==> config.mk <==
export PLATFORM = sky130hd
export DESIGN_NAME = vga_plot_writer
export DESIGN_NICKNAME = d
export VERILOG_FILES = /design/src/rtl/vga_pkg.sv /design/src/rtl/plot_fifo.sv /design/src/rtl/vga_plot_writer.sv
export SDC_FILE = /design/constraint.sdc
export NUM_CORES = 1
export LEC_CHECK = 0
export CAP_MARGIN = 0
export CORE_ASPECT_RATIO = 2
export CORE_MARGIN = 4
export CORE_UTILIZATION = 64
export CTS_CLUSTER_SIZE = 14
export DETAILED_ROUTE_END_ITERATION = 12
export GPL_TIMING_DRIVEN = 0
export PLACE_DENSITY_LB_ADDON = 0.12
export SETUP_SLACK_MARGIN = 0.2
export SYNTH_ARGS = -nofsm -noshare
export SYNTH_HDL_FRONTEND = slang
export SYNTH_HIERARCHICAL = 1
export SYNTH_SLANG_ARGS = --single-unit
export TNS_END_PERCENT = 100
==> constraint.sdc <==
create_clock -name clock -period 13.4 [get_ports clock]
set_input_delay 2.01 -clock clock [delete_from_list [all_inputs] [get_ports clock]]
set_output_delay 2.01 -clock clock [all_outputs]
set_load 0.01 [all_outputs]
==> src/rtl/vga_pkg.sv <==
// Shared types and constants for the VGA plot writer: framebuffer geometry,
// writer state encoding and the linear address helper.
package vga_pkg;

    localparam int unsigned FB_ADDR_W  = 15;
    localparam int unsigned COLOR_W    = 15;
    localparam int unsigned X_W        = 8;
    localparam int unsigned Y_W        = 7;
    localparam int unsigned WIDTH_DEF  = 160;
    localparam int unsigned HEIGHT_DEF = 120;

    typedef enum logic [1:0] {
        StIdle,
        StDrain,
        StClear
    } state_e;

    typedef struct packed {
        logic [FB_ADDR_W-1:0] addr;
        logic [COLOR_W-1:0]   color;
    } plot_entry_t;

    // y*160 + x as y*128 + y*32 + x; fits in 15 bits for in-range coordinates.
    function automatic logic [FB_ADDR_W-1:0] fb_addr_calc(input logic [X_W-1:0] x,
                                                          input logic [Y_W-1:0] y);
        logic [FB_ADDR_W-1:0] w_y;
        w_y = FB_ADDR_W'(y);
        return (w_y << 7) + (w_y << 5) + FB_ADDR_W'(x);
    endfunction

endpackage

==> src/rtl/plot_fifo.sv <==
// Synchronous FIFO with registered storage; head word is visible on rdata while
// not empty. Pushes when full and pops when empty are ignored.
module plot_fifo #(
    parameter int unsigned WIDTH = 30,
    parameter int unsigned DEPTH = 8
) (
    input  logic                       clock,
    input  logic                       reset,
    input  logic                       push,
    input  logic [WIDTH-1:0]           wdata,
    input  logic                       pop,
    output logic [WIDTH-1:0]           rdata,
    output logic                       full,
    output logic                       empty,
    output logic [$clog2(DEPTH):0]     count
);

    localparam int unsigned PTR_W = $clog2(DEPTH);
    localparam int unsigned CNT_W = PTR_W + 1;

    logic [WIDTH-1:0] r_mem [DEPTH];
    logic [PTR_W-1:0] r_wr_ptr;
    logic [PTR_W-1:0] r_rd_ptr;
    logic [CNT_W-1:0] r_count;
    logic             w_push;
    logic             w_pop;

    assign full   = (r_count == CNT_W'(DEPTH));
    assign empty  = (r_count == '0);
    assign count  = r_count;
    assign rdata  = r_mem[r_rd_ptr];
    assign w_push = push & ~full;
    assign w_pop  = pop & ~empty;

    always_ff @(posedge clock) begin
        if (reset) begin
            r_wr_ptr <= '0;
            r_rd_ptr <= '0;
            r_count  <= '0;
        end else begin
            // Pointers wrap naturally since DEPTH is a power of two.
            if (w_push) r_wr_ptr <= r_wr_ptr + PTR_W'(1);
            if (w_pop)  r_rd_ptr <= r_rd_ptr + PTR_W'(1);
            if (w_push && !w_pop)      r_count <= r_count + CNT_W'(1);
            else if (!w_push && w_pop) r_count <= r_count - CNT_W'(1);
        end
    end

    always_ff @(posedge clock) begin
        if (w_push) r_mem[r_wr_ptr] <= wdata;
    end

endmodule

==> src/rtl/vga_plot_writer.sv <==
// Turns the flow core's plot stream into framebuffer writes through a small
// queue, and runs a full-screen clear sweep on each rising edge of clear.
module vga_plot_writer
    import vga_pkg::*;
#(
    parameter int unsigned         FIFO_DEPTH  = 8,
    parameter int unsigned         WIDTH       = WIDTH_DEF,
    parameter int unsigned         HEIGHT      = HEIGHT_DEF,
    parameter logic [COLOR_W-1:0]  CLEAR_COLOR = 15'h0000
) (
    input  logic                   clock,
    input  logic                   reset,
    input  logic                   plot,
    input  logic [X_W-1:0]         x,
    input  logic [Y_W-1:0]         y,
    input  logic [COLOR_W-1:0]     color,
    input  logic                   clear,
    output logic                   fb_we,
    output logic [FB_ADDR_W-1:0]   fb_addr,
    output logic [COLOR_W-1:0]     fb_data,
    input  logic                   fb_ready,
    output logic                   busy,
    output logic                   overflow,
    output logic                   dropped,
    output logic [3:0]             fifo_count
);

    localparam int unsigned CNT_W     = $clog2(FIFO_DEPTH) + 1;
    localparam int unsigned ENTRY_W   = $bits(plot_entry_t);
    localparam logic [FB_ADDR_W-1:0] LAST_ADDR = FB_ADDR_W'(WIDTH * HEIGHT - 1);

    state_e               r_state, w_state_d;
    logic                 r_we, w_we_d;
    logic [FB_ADDR_W-1:0] r_addr, w_addr_d;
    logic [COLOR_W-1:0]   r_data, w_data_d;
    logic                 r_clear_q;
    logic                 r_clr_pend, w_clr_pend_d;
    logic                 r_overflow;
    logic                 r_dropped;

    logic                 w_in_range;
    logic                 w_push_req;
    logic                 w_pop;
    logic                 w_full;
    logic                 w_empty;
    logic [CNT_W-1:0]     w_count;
    plot_entry_t          w_wentry;
    plot_entry_t          w_head;
    logic                 w_clear_rise;
    logic                 w_clear_req;
    logic                 w_out_free;

    assign w_in_range   = (32'(x) < WIDTH) && (32'(y) < HEIGHT);
    assign w_push_req   = plot & w_in_range;
    assign w_wentry     = '{addr: fb_addr_calc(x, y), color: color};
    assign w_clear_rise = clear & ~r_clear_q;
    assign w_clear_req  = r_clr_pend | w_clear_rise;
    assign w_out_free   = ~r_we | fb_ready;

    plot_fifo #(
        .WIDTH (ENTRY_W),
        .DEPTH (FIFO_DEPTH)
    ) u_fifo (
        .clock (clock),
        .reset (reset),
        .push  (w_push_req),
        .wdata (w_wentry),
        .pop   (w_pop),
        .rdata (w_head),
        .full  (w_full),
        .empty (w_empty),
        .count (w_count)
    );

    always_comb begin
        w_state_d    = r_state;
        w_we_d       = r_we;
        w_addr_d     = r_addr;
        w_data_d     = r_data;
        w_pop        = 1'b0;
        w_clr_pend_d = w_clear_req;
        unique case (r_state)
            StIdle: begin
                if (w_clear_req) begin
                    w_state_d    = StClear;
                    w_we_d       = 1'b1;
                    w_addr_d     = '0;
                    w_data_d     = CLEAR_COLOR;
                    w_clr_pend_d = 1'b0;
                end else if (!w_empty) begin
                    w_pop     = 1'b1;
                    w_state_d = StDrain;
                    w_we_d    = 1'b1;
                    w_addr_d  = w_head.addr;
                    w_data_d  = w_head.color;
                end
            end
            StDrain: begin
                // A clear waits for the in-flight write so the handshake stays stable.
                if (w_out_free) begin
                    if (w_clear_req) begin
                        w_state_d    = StClear;
                        w_we_d       = 1'b1;
                        w_addr_d     = '0;
                        w_data_d     = CLEAR_COLOR;
                        w_clr_pend_d = 1'b0;
                    end else if (!w_empty) begin
                        w_pop    = 1'b1;
                        w_we_d   = 1'b1;
                        w_addr_d = w_head.addr;
                        w_data_d = w_head.color;
                    end else begin
                        w_state_d = StIdle;
                        w_we_d    = 1'b0;
                    end
                end
            end
            StClear: begin
                if (fb_ready) begin
                    if (w_clear_req) begin
                        w_addr_d     = '0;
                        w_clr_pend_d = 1'b0;
                    end else if (r_addr == LAST_ADDR) begin
                        if (!w_empty) begin
                            w_pop     = 1'b1;
                            w_state_d = StDrain;
                            w_addr_d  = w_head.addr;
                            w_data_d  = w_head.color;
                        end else begin
                            w_state_d = StIdle;
                            w_we_d    = 1'b0;
                        end
                    end else begin
                        w_addr_d = r_addr + FB_ADDR_W'(1);
                    end
                end
            end
            default: begin
                w_state_d = StIdle;
                w_we_d    = 1'b0;
            end
        endcase
    end

    always_ff @(posedge clock) begin
        if (reset) begin
            r_state    <= StIdle;
            r_we       <= 1'b0;
            r_addr     <= '0;
            r_data     <= '0;
            r_clear_q  <= 1'b0;
            r_clr_pend <= 1'b0;
            r_overflow <= 1'b0;
            r_dropped  <= 1'b0;
        end else begin
            r_state    <= w_state_d;
            r_we       <= w_we_d;
            r_addr     <= w_addr_d;
            r_data     <= w_data_d;
            r_clear_q  <= clear;
            r_clr_pend <= w_clr_pend_d;
            // Full is judged before any same-cycle pop, so the plot is lost.
            if (w_push_req && w_full) r_overflow <= 1'b1;
            if (plot && !w_in_range)  r_dropped  <= 1'b1;
        end
    end

    assign fb_we      = r_we;
    assign fb_addr    = r_addr;
    assign fb_data    = r_data;
    assign busy       = ~w_empty | r_we | (r_state == StClear);
    assign overflow   = r_overflow;
    assign dropped    = r_dropped;
    assign fifo_count = 4'(w_count);

endmodule
## Yosys cells after proc, flatten, opt, wreduce, memory -nomap -nowiden

Memories as Yosys holds them, arrays and structs flattened. A register that Yosys moved wholly into a read port is not among the register bits.
Cells that the tools add are included.

- Flip-flop bits (word level): 47
- Bits in writable memories: 240
- Input port bits: 35
- Output and inout port bits: 38
- Word-level logic and storage cells: 109
- Memories: 1

Memory list:

| name | depth | width | read ports | clocked after Yosys merged registers in | wr ports | RTL line | text |
|---|---|---|---|---|---|---|---|
| u_fifo.r_mem | 8 | 30 | 1 | 1 | 1 | plot_fifo.sv:21 | `logic [WIDTH-1:0] r_mem [DEPTH];` |

- $add $sub $neg: 7
- $lt $le $gt $ge: 2
- Eq/ne operators: 11
- Multiplexer cells: 49
- Bitwise gates (word level): 12
- Reduce and logical (&&, ||, !) cells: 16

Operators by type and width:

| cell | count |
|---|---|
| $mux 15 | 12 |
| $pmux 15 s3 | 2 |
| $mux 1 | 19 |
| $mux 2 | 8 |
| $add 14x12->15 | 1 |
| $add 15x1->15 const B | 1 |
| $add 15x8->15 | 1 |
| $eq 15x15->1 const B | 1 |
| $reduce_and 6->1 | 2 |
| $pmux 1 s3 | 3 |
| $lt 8x8->1 const B | 1 |
| $mux 4 | 2 |
| $ne 2x2->1 const B | 4 |
| $lt 7x7->1 const B | 1 |
| $add 3x1->3 const B | 2 |
| $mux 3 | 2 |
| $pmux 2 s3 | 1 |
| $logic_and 1x1->1 | 5 |
| $reduce_and 5->1 | 1 |
| $add 4x1->4 const B | 1 |
| $and 1x1->1 | 4 |
| $eq 4x4->1 const B | 1 |
| $logic_not 4->1 | 1 |
| $not 1->1 | 4 |
| 12 further kinds | 17 |

## Logic depth before layout (Yosys ltp)

Gate-level depths: netlist (run 1).

- Depth after elaboration: 10
- Mapped depth: 14
- Mapped depth without buffers: 14

## Modules after synthesis

The synthesis (run 1) kept the hierarchy.

By module, submodules not included:

| module | instances | cells an instance | area each (um^2) | sequential area each (um^2) |
|---|---|---|---|---|
| plot_fifo | 1 | 420 | 9904.5 | 7467.2 |
| vga_plot_writer | 1 | 289 | 2424.8 | 740.7 |

## Least setup slack after synthesis (run 1)

Ideal clock, no wire load.

- Path kind: in2reg
- Start point: input x[6]
- End point: memory u_fifo.r_mem[0][0], enable pin
- Library setup time: 493 ps
- Arrival time: 5397 ps
- Data required time: 12907 ps
- Path slack: 7511 ps
- Cell stages on the path: 4
- Path buffers: 0
- Cell sequence: o21ai_0 and3_1 nand2_4 nor4_1

- Word-level cells in the longest chain between the ends: 6

RTL lines:

| item | RTL line | text |
|---|---|---|
| from (decl) | vga_plot_writer.sv:14 | `input logic [X_W-1:0] x,` |
| $lt 8x8->1 | vga_plot_writer.sv:53 | `assign w_in_range = (32'(x) < WIDTH) && (32'(y) < HEIGHT);` |
| $logic_and 1x1->1 | vga_plot_writer.sv:53 |  |
| $and 1x1->1 | vga_plot_writer.sv:54 | `assign w_push_req = plot & w_in_range;` |
| named net w_push_req | vga_plot_writer.sv:42 | `logic w_push_req;` |
| $and 1x1->1 | plot_fifo.sv:32 | `assign w_push = push & ~full;` |
| $mux 1 | plot_fifo.sv:50 | `if (w_push) r_mem[r_wr_ptr] <= wdata;` |
| $mux 1 (not written as such) | plot_fifo.sv:50 |  |
| to (decl) | plot_fifo.sv:21 |  |

The timed path passes the listed nets, and every way through them passes these cells.

## Worst setup path after layout (run 1)

- Start point: register u_fifo.r_count[1], in the netlist u_fifo/count[1]
- End point: output busy

- Word-level cells in the longest chain between the ends: 4

RTL lines:

| item | RTL line | text |
|---|---|---|
| from (decl) | plot_fifo.sv:24 | `logic [CNT_W-1:0] r_count;` |
| from (signal assigned) | plot_fifo.sv:44 | `if (w_push && !w_pop) r_count <= r_count + CNT_W'(1);` |
| from (signal assigned) | plot_fifo.sv:45 | `else if (!w_push && w_pop) r_count <= r_count - CNT_W'(1);` |
| $logic_not 4->1 | plot_fifo.sv:29 | `assign empty = (r_count == '0);` |
| named net w_empty | vga_plot_writer.sv:45 | `logic w_empty;` |
| $not 1->1 | vga_plot_writer.sv:171 | `assign busy = ~w_empty \| r_we \| (r_state == StClear);` |
| $or 1x1->1 (2 in series) | vga_plot_writer.sv:171 |  |
| to (decl) | vga_plot_writer.sv:22 | `output logic busy,` |

The timed path passes the listed nets, and every way through them passes these cells.

==> results of run 1 <==
## area by class of cell
cell class	count	area, µm²	area share [%]
sequential	290	8210	56.8
inverter	22	82.6	0.571
timing repair buffer	96	1000	6.93
multi-input combinational	366	3910	27.0
clock inverter	4	50.0	0.346
buffer	31	183	1.26
clock buffer	42	709	4.91
tap	255	319	2.21
## Yosys cell counts, types with 3 or more instances
| library cell | count |
|---|---|
| edfxtp_1 | 240 |
| mux4_1 | 60 |
| dfxtp_1 | 50 |
| nor2_1 | 49 |
| mux2_2 | 32 |
| mux2i_1 | 24 |
| a21oi_1 | 21 |
| inv_1 | 21 |
| nand2_1 | 20 |
| o21ai_0 | 20 |
| clkbuf_1 | 19 |
| ha_1 | 19 |
| nor3_1 | 9 |
| buf_6 | 8 |
| xnor2_1 | 8 |
| a31oi_1 | 6 |
| nand4_1 | 6 |
| nor2b_1 | 6 |
| a22o_1 | 5 |
| and3_1 | 5 |
| nand2b_1 | 5 |
| nand3_1 | 5 |
| a211oi_1 | 4 |
| a21o_1 | 4 |
| nand3b_1 | 4 |
| nor4_1 | 4 |
| and4_1 | 3 |
| fa_1 | 3 |
| or3_1 | 3 |
| xor2_1 | 3 |
## worst max-delay path, delay by kind of cell (launching register included)
kind          cells  cell delay, ps
simple gates      2             750
buf+inv           3            1420
flops             1             400
## cells by family after synthesis
logic type / share of synthesized area, %
flip-flops: 66.6
AND/OR/NAND/NOR: 5.54
multiplexers: 17.7
AO/OA/AOI/OAI: 4.88
buffers and inverters: 2.15
adder cells (fa/ha/maj): 2.42
XOR/XNOR: 0.781
## state kept, by name, summed over array words and instances, names as in the netlist, named ones only
register / flops
dropped: 1
fb_addr: 15
fb_data: 15
fb_we: 1
overflow: 1
r_clear_q: 1
r_clr_pend: 1
r_state: 2
u_fifo/count: 4
u_fifo/r_mem: 240
u_fifo/r_rd_ptr: 3
u_fifo/r_wr_ptr: 3
## layer usage
metal | up-vias | GRT usage (%) | wire (µm)
met5 | - | 0 | 0
met4 | 0 | 11.9 | 1230
met3 | 68 | 2.40 | 1040
met2 | 203 | 50.7 | 15900
met1 | 3556 | 29.1 | 9730
li1 | 3121 | - | -
## layout by cell type, fill, tap and decap left out, types with 6 or more instances in the layout
master,n
mux2i_1,24
mux4_1,60
o21ai_0,20
ha_1,19
clkbuf_1,34
a31oi_1,6
a21oi_1,21
mux2_2,32
clkbuf_16,25
inv_1,21
nand4_1,6
nand2_1,20
xnor2_1,8
nor2b_1,6
dfxtp_1,50
edfxtp_1,240
clkdlybuf4s50_1,72
nor2_1,46
buf_6,25
## through the flow
step | utilization, % | hold WS [ps] | power, mW | worst slack, ps | area, µm²
after global placement | 70.7 | 454 | 1.70 | 3780 | 13400
after global routing | 76.4 | 506 | 2.50 | 7950 | 14500
after CTS | 76.4 | 472 | 2.41 | 8250 | 14500
after floorplan | - | 490 | 1.51 | 7510 | 12300
final | 76.4 | 470 | 2.40 | 8280 | 14500
after detailed placement | 72.4 | 455 | 1.73 | 8190 | 13700
## worst max-delay path by stage
stage	depth (start not counted)	slack (ps)	from	end
2_1_floorplan	4	7510	x[6]	u_fifo/r_mem[0][0]
6_report	5	8280	u_fifo/count[1]	busy
3_3_place_gp	5	3780	x[6]	u_fifo/r_mem[0][1]
3_5_place_dp	7	8190	fb_ready	fb_addr[11]
5_1_grt	5	7950	u_fifo/count[1]	busy
4_1_cts	5	8250	u_fifo/count[1]	busy
## power breakdown
part	internal, mW	switching (mW)
clock network	0.380	0.301
registers	1.04	0.0473
logic	0.302	0.328
==> results.json, run 1 <==
{
  "status": "finished clean",
  "peakVddDrop_mv": 0.161,
  "worst_ep_arrival_time_ps": 3110,
  "clk_latency_ps": 540,
  "portBuffers": 72,
  "ys_seq_elements": 290,
  "die_h_um": 204,
  "io_pins": 73,
  "power.leakage_nw": 4.97,
  "core-area_mm2": 0.0189,
  "synth-seq-area-share_pct": 66.6,
  "cts_setup_buffers": 0,
  "fin_crit_ps": 5120,
  "syn_nets": 766,
  "worstHoldStart": "dropped",
  "nFillCells": 1086,
  "syn_inst": 709,
  "final-setup-viol-count": 0,
  "cp_max_fo": 10,
  "drc": 0,
  "fmax_mhz": 195,
  "clockBufferDepth": 3,
  "post_drt_wl_per_cell_um": 25.2,
  "cts_hold_buffers": 0,
  "grt_pass1_vias": 7287,
  "cts_max_level": 1,
  "grt_util_all_layers_pct": 26.5,
  "nNetsFinal": 889,
  "rsz0062_at_grt": "no",
  "final.setup.tns_ps": 0,
  "cts.clk_slew.worst_paths_ps": 70,
  "clock-sinks": 290,
  "holdPathStages": 2,
  "grt_start_max_net_pins": 25,
  "synth_flop_cell": "edfxtp_1",
  "drt_pass1_iterations": 8,
  "post_drt_via_cell_ratio": 6.28,
  "synth_top_cell_area_share_pct": 58.5,
  "grt-ovfl-total": 0,
  "start_kind": "flip-flop",
  "layout.cells.non_filler": 1106,
  "r2r_start": "fb_addr[0]",
  "slew_violations": 0,
  "required_ps": 11390,
  "rr_worst_depth": 14,
  "dp.cells": 1060,
  "slew_headroom_pct": 22.3,
  "grt_pass1_wl_um": 42600,
  "fp-row-count": 71,
  "critPathMaxStageDelay_ps": 480,
  "synth_cell_types": 62,
  "crit_path_end_kind": "primary output",
  "drive_above_1_share_pct": 13.6,
  "ys_async_sr_fraction_pct": 0,
  "ys_warn_count": 6,
  "wl_um": 27900,
  "drt_iter0_markers": 416,
  "hpwlAfterDp_um": 19500,
  "critPathKind": "reg2out",
  "num_vias": 6948,
  "gp_congestion": 0.926,
  "ant_nets": 0,
  "synth_edf_count": 240,
  "path_cells": "nor4_1 -> clkbuf_1 -> clkinv_1 -> or3_1 -> clkdlybuf4s50_1",
  "worstHoldEndpoint": "dropped",
  "synthesis.area_mm2": 0.0123,
  "period_share_pct": 38.2,
  "cap_violations": 0,
  "die_area_mm2": 0.0217,
  "cts-root-buf": "clkbuf_16",
  "syn_avg_cell_area_um2": 17.4,
  "antennaDiodeCount": 0,
  "worstMarginPinSlew_ps": 1160,
  "antenna_found_initial": 0,
  "worstReg2RegEnd": "u_fifo/count[3]",
  "dieWidth_um": 106,
  "r2r_slack_ps": 9540,
  "start_util_pct": 65.2,
  "syn2layout_area_growth_pct": 17.3,
  "cts_resized": 0,
  "numCtsBuffers": 25,
  "yosys.area.top_type": "edfxtp_1",
  "finClkSkew_ps": 25.6,
  "hold_viol": 0,
  "synthTopCellsByArea": "edfxtp_1, mux4_1, dfxtp_1",
  "hold_class": "reg2reg",
  "cts_tree": "built",
  "crit_slowest_cell": "clkbuf_1",
  "powerDensity_mw_per_mm2": 166
}
No activity file was read; power rests on OpenSTA's default activity.
==> run 2, diff against run 1 <==
--- a/config.mk
+++ b/config.mk
@@ -8,7 +8,7 @@
 export CAP_MARGIN = 0
 export CORE_ASPECT_RATIO = 2
 export CORE_MARGIN = 4
-export CORE_UTILIZATION = 64
+export CORE_UTILIZATION = 54
 export CTS_CLUSTER_SIZE = 14
 export DETAILED_ROUTE_END_ITERATION = 12
 export GPL_TIMING_DRIVEN = 0
==> constraint.sdc (replaced) <==
create_clock -name clock -period 4.1 [get_ports clock]
set_input_delay 0.615 -clock clock [delete_from_list [all_inputs] [get_ports clock]]
set_output_delay 0.615 -clock clock [all_outputs]
set_load 0.01 [all_outputs]
==> results.json, run 2 (synthesis gave the netlist of run 1 again) <==
{
  "status": "finished clean",
  "worst_ep_arrival_time_ps": 4010,
  "dp.cells": 1079,
  "slew_violations": 0,
  "die_area_mm2": 0.0255,
  "fin_crit_ps": 3580,
  "worstHoldStart": "dropped",
  "gp_congestion": 0.941,
  "cts-root-buf": "clkbuf_16",
  "required_ps": 4530,
  "cts.clk_slew.worst_paths_ps": 70,
  "finClkSkew_ps": 10.4,
  "period_share_pct": 87.4,
  "multiInputGateArea_mm2": 0.00392,
  "cp_max_fo": 7,
  "drt_pass1_iterations": 6,
  "hpwlAfterDp_um": 19000,
  "rsz0062_at_grt": "no",
  "cts_max_level": 1,
  "clockBufferDepth": 3,
  "final_common_cell": "edfxtp_1",
  "fp-row-count": 78,
  "peakVddDrop_mv": 0.404,
  "grt_util_all_layers_pct": 22.0,
  "antenna_found_initial": 0,
  "cts_setup_buffers": 0,
  "worstReg2RegEnd": "u_fifo/count[3]",
  "nFillCells": 1583,
  "largest_register_ffs": 240,
  "syn2layout_area_growth_pct": 17.4,
  "io_pins": 73,
  "dieWidth_um": 115,
  "drt_iter0_markers": 459,
  "start_util_pct": 54.7,
  "r2r_start": "fb_addr[0]",
  "cts_tree": "built",
  "timing.hold.ws_ps": 499,
  "drive_above_1_share_pct": 13.9,
  "hold_class": "reg2reg",
  "final.setup.tns_ps": 0,
  "top_register": "u_fifo/r_mem",
  "ant_nets": 0,
  "cap_violations": 0,
  "hold_viol": 0,
  "clk_latency_ps": 530,
  "final-setup-viol-count": 0,
  "grt_start_max_net_pins": 25,
  "nNetsFinal": 884,
  "clock-sinks": 290,
  "holdPathStages": 2,
  "power.leakage_nw": 4.97,
  "critPathKind": "reg2reg",
  "grt_pass1_vias": 7406,
  "fin_util_pct": 64.2,
  "final_cell_mix": "edfxtp_1, clkdlybuf4s50_1, mux4_1",
  "r2r_slack_ps": 520,
  "crit_path_end_kind": "flip-flop",
  "drc": 0,
  "portBuffers": 72,
  "grt-ovfl-total": 0,
  "fmax_mhz": 279,
  "slew_headroom_pct": 34.4,
  "core-area_mm2": 0.0225,
  "powerDensity_mw_per_mm2": 543,
  "grt_pass1_wl_um": 42300,
  "power_mw": 7.86,
  "seq_area_mm2": 0.00821,
  "num_vias": 6950,
  "worstMarginPinSlew_ps": 978,
  "rr_worst_depth": 14,
  "die_h_um": 222,
  "worstHoldEndpoint": "dropped",
  "post_drt_via_cell_ratio": 6.17,
  "layout.cells.non_filler": 1127,
  "numCtsBuffers": 26,
  "antennaDiodeCount": 0,
  "start_kind": "flip-flop",
  "wl_um": 27700,
  "post_drt_wl_per_cell_um": 24.6
}
[run 2: changes by cell type in the layout (fill, tap and decap cells not counted), sizes merged]
cell    previous run  this run
bufinv             1         0
buf               36        29
inv               22        21
clkbuf            61        60
clkinv             2         8
[run 2: what timing repair did]
action                     4_1_cts  5_1_grt
setup endpoints to repair        0        2
gates resized for setup          0        4
hold buffers                     0        0
hold endpoints to repair         0        0
[run 2: layout make-up]
type	instances	share of cell area, %
inverters	22	0.570
flip-flops and latches	290	56.7
well taps	280	2.42
clock buffers	40	5.14
repair buffers	90	6.56
clock inverters	8	0.277
plain buffers	31	1.28
multi-input cells	366	27.1
[run 2: where the power goes]
part	internal (mW)	leakage [nW]	switching, mW
logic	0.988	2.01	1.05
clock network	1.25	0.383	1.01
registers	3.41	2.58	0.155
[run 2: worst max-delay path by stage]
stage | to | startpoint | slack (ps) | cells after the start
after floorplan | u_fifo/r_mem[4][0] | x[6] | 230 | 6
after global placement | u_fifo/r_mem[4][3] | y[6] | -2770 | 7
after detailed placement | u_fifo/r_mem[4][3] | y[6] | 40 | 10
after CTS | u_fifo/count[3] | u_fifo/count[1] | 310 | 13
after global routing | u_fifo/count[3] | fb_addr[0] | 220 | 14
final | u_fifo/count[3] | fb_addr[0] | 520 | 14
[run 2: critical path: stages, from the launching register on]
cell	delay, ps
dfxtp_1	460
ha_1	290
nand4_1	240
nor4_2	430
nand2_1	180
nor2_1	120
o21a_1	170
o41ai_4	120
ha_1	230
inv_1	130
ha_1	290
a21oi_1	200
a211oi_1	100
a31oi_1	180
mux2_2	350
[run 2: per-layer routing]
layer / global-route usage (%) / wire (µm)
met5: 0 / 0
met4: 8.76 / 1070
met3: 2.65 / 979
met2: 41.0 / 15500
met1: 24.9 / 10100
[run 2: per-stage QoR]
step	area, µm²	setup slack, ps
floorplan	12300	227
global placement	13400	-2770
detailed placement	13700	44.6
CTS	14500	307
global route	14500	223
finish	14500	516
==> run 3, diff against run 2 <==
--- a/config.mk
+++ b/config.mk
@@ -12,7 +12,8 @@
 export CTS_CLUSTER_SIZE = 14
 export DETAILED_ROUTE_END_ITERATION = 12
 export GPL_TIMING_DRIVEN = 0
-export PLACE_DENSITY_LB_ADDON = 0.12
+export MAX_ROUTING_LAYER = met4
+export PLACE_DENSITY = 0.76
 export SETUP_SLACK_MARGIN = 0.2
 export SYNTH_ARGS = -nofsm -noshare
 export SYNTH_HDL_FRONTEND = slang
==> results.json, run 3 (synthesis gave the netlist of run 1 again) <==
{
  "status": "finished clean",
  "cts_max_level": 1,
  "clockBufferDepth": 3,
  "drt_iter0_markers": 490,
  "nNetsFinal": 884,
  "slew_violations": 0,
  "rsz0062_at_grt": "no",
  "cap_violations": 0,
  "worstReg2RegEnd": "u_fifo/count[3]",
  "cts-root-buf": "clkbuf_16",
  "fmax_mhz": 278,
  "numCtsBuffers": 25,
  "power.leakage_nw": 4.95,
  "nFillCells": 1518,
  "worstMarginPinSlew_ps": 956,
  "worstHoldEndpoint": "dropped",
  "fp-row-count": 78,
  "layout.cells.non_filler": 1125,
  "required_ps": 4510,
  "largest_register_ffs": 240,
  "final-setup-viol-count": 0,
  "antennaDiodeCount": 0,
  "period_share_pct": 87.6,
  "hold_viol": 0,
  "holdPathStages": 2,
  "grt_start_max_net_pins": 25,
  "powerDensity_mw_per_mm2": 538,
  "grt-ovfl-total": 0,
  "post_drt_via_cell_ratio": 6.18,
  "die_area_mm2": 0.0255,
  "num_vias": 6949,
  "top_register": "u_fifo/r_mem",
  "grt_pass1_wl_um": 42200,
  "fin_crit_ps": 3590,
  "multiInputGateArea_mm2": 0.00391,
  "drive_above_1_share_pct": 13.1,
  "clock-sinks": 290,
  "dp.cells": 1078,
  "fin_util_pct": 64.1,
  "cts_tree": "built",
  "drc": 0,
  "io_pins": 73,
  "slew_headroom_pct": 35.8,
  "dieWidth_um": 115,
  "r2r_start": "fb_addr[0]",
  "critPathKind": "reg2reg",
  "hold_class": "reg2reg",
  "seq_area_mm2": 0.00821,
  "gp_congestion": 0.920,
  "rr_worst_depth": 14,
  "die_h_um": 222,
  "final_common_cell": "edfxtp_1",
  "grt_util_all_layers_pct": 22.4,
  "wl_um": 27400,
  "portBuffers": 72,
  "peakVddDrop_mv": 0.416,
  "hpwlAfterDp_um": 18800,
  "ant_nets": 0,
  "syn2layout_area_growth_pct": 17.3,
  "core-area_mm2": 0.0225,
  "cts_hold_buffers": 0,
  "start_kind": "flip-flop",
  "grt_pass1_vias": 7339,
  "crit_path_end_kind": "flip-flop",
  "cts.clk_slew.worst_paths_ps": 70,
  "finClkSkew_ps": 20.8,
  "worstHoldStart": "dropped",
  "r2r_slack_ps": 510,
  "cp_max_fo": 7,
  "final_cell_mix": "edfxtp_1, clkdlybuf4s50_1, mux4_1",
  "clk_latency_ps": 530,
  "worst_ep_arrival_time_ps": 4010,
  "drt_pass1_iterations": 5,
  "start_util_pct": 54.7,
  "post_drt_wl_per_cell_um": 24.4,
  "antenna_found_initial": 0
}
run 3: through the flow:
step           TNS [ps]  power, mW  setup WS [ps]  hold slack, ps  area (µm²)
2_1_floorplan         0       4.94            227             490       12300
3_3_place_gp    -446230       5.54          -2720             483       13400
3_5_place_dp          0       5.65            223             479       13700
4_1_cts               0       7.84            209             497       14400
5_1_grt               0       8.13            274             529       14500
6_report              0       7.79            508             490       14500
run 3: worst max-delay path by stage:
stage	startpoint	endpoint	cells after the start
finish	fb_addr[0]	u_fifo/count[3]	14
global route	fb_addr[0]	u_fifo/count[3]	14
CTS	u_fifo/count[1]	u_fifo/count[3]	13
detailed placement	u_fifo/count[1]	u_fifo/count[3]	13
global placement	x[6]	u_fifo/r_mem[4][1]	7
floorplan	x[6]	u_fifo/r_mem[4][0]	6
run 3: worst max-delay path, cell delays in order, from the launching register on:
cell and delay, ps:
dfxtp_1 470, ha_1 290, nand4_1 210, nor4_1 380, nand2_1 170, nor2_1 110
o21a_1 220, o41ai_4 150, ha_1 240, inv_1 130, ha_1 290, a21oi_1 190
a211oi_1 100, a31oi_1 180, mux2_2 350
run 3: layout make-up:
class	instances	share of cell area (%)
inverter	22	0.571
sequential	290	56.8
clock buffer	42	4.84
multi-input combinational	366	27.1
clock inverter	3	0.268
buffer	31	1.28
timing repair buffer	91	6.80
tap	280	2.42
run 3: layer usage:
| layer | up-vias | wire (µm) | part of all wire [%] | GRT usage, % |
|---|---|---|---|---|
| met1 | 3485 | 9750 | 36 | 25.2 |
| met3 | 80 | 1260 | 4.6 | 2.49 |
| met4 | 0 | 1280 | 4.7 | 9.86 |
| li1 | 3116 | - | - | - |
| met2 | 268 | 15100 | 55 | 39.6 |
| met5 | - | 0 | 0 | - |
run 3: power breakdown:
part	internal [mW]	switching [mW]	total [mW]
registers	3.41	0.159	3.57
logic	0.990	1.04	2.03
clock network	1.22	0.966	2.18
run 3: repair_timing:
| item | in CTS | in global routing |
|---|---|---|
| buffers inserted | 0 | 2 |
| endpoints found under the setup margin | 0 | 2 |
| resized for setup | 0 | 3 |
| hold endpoints to repair | 0 | 0 |
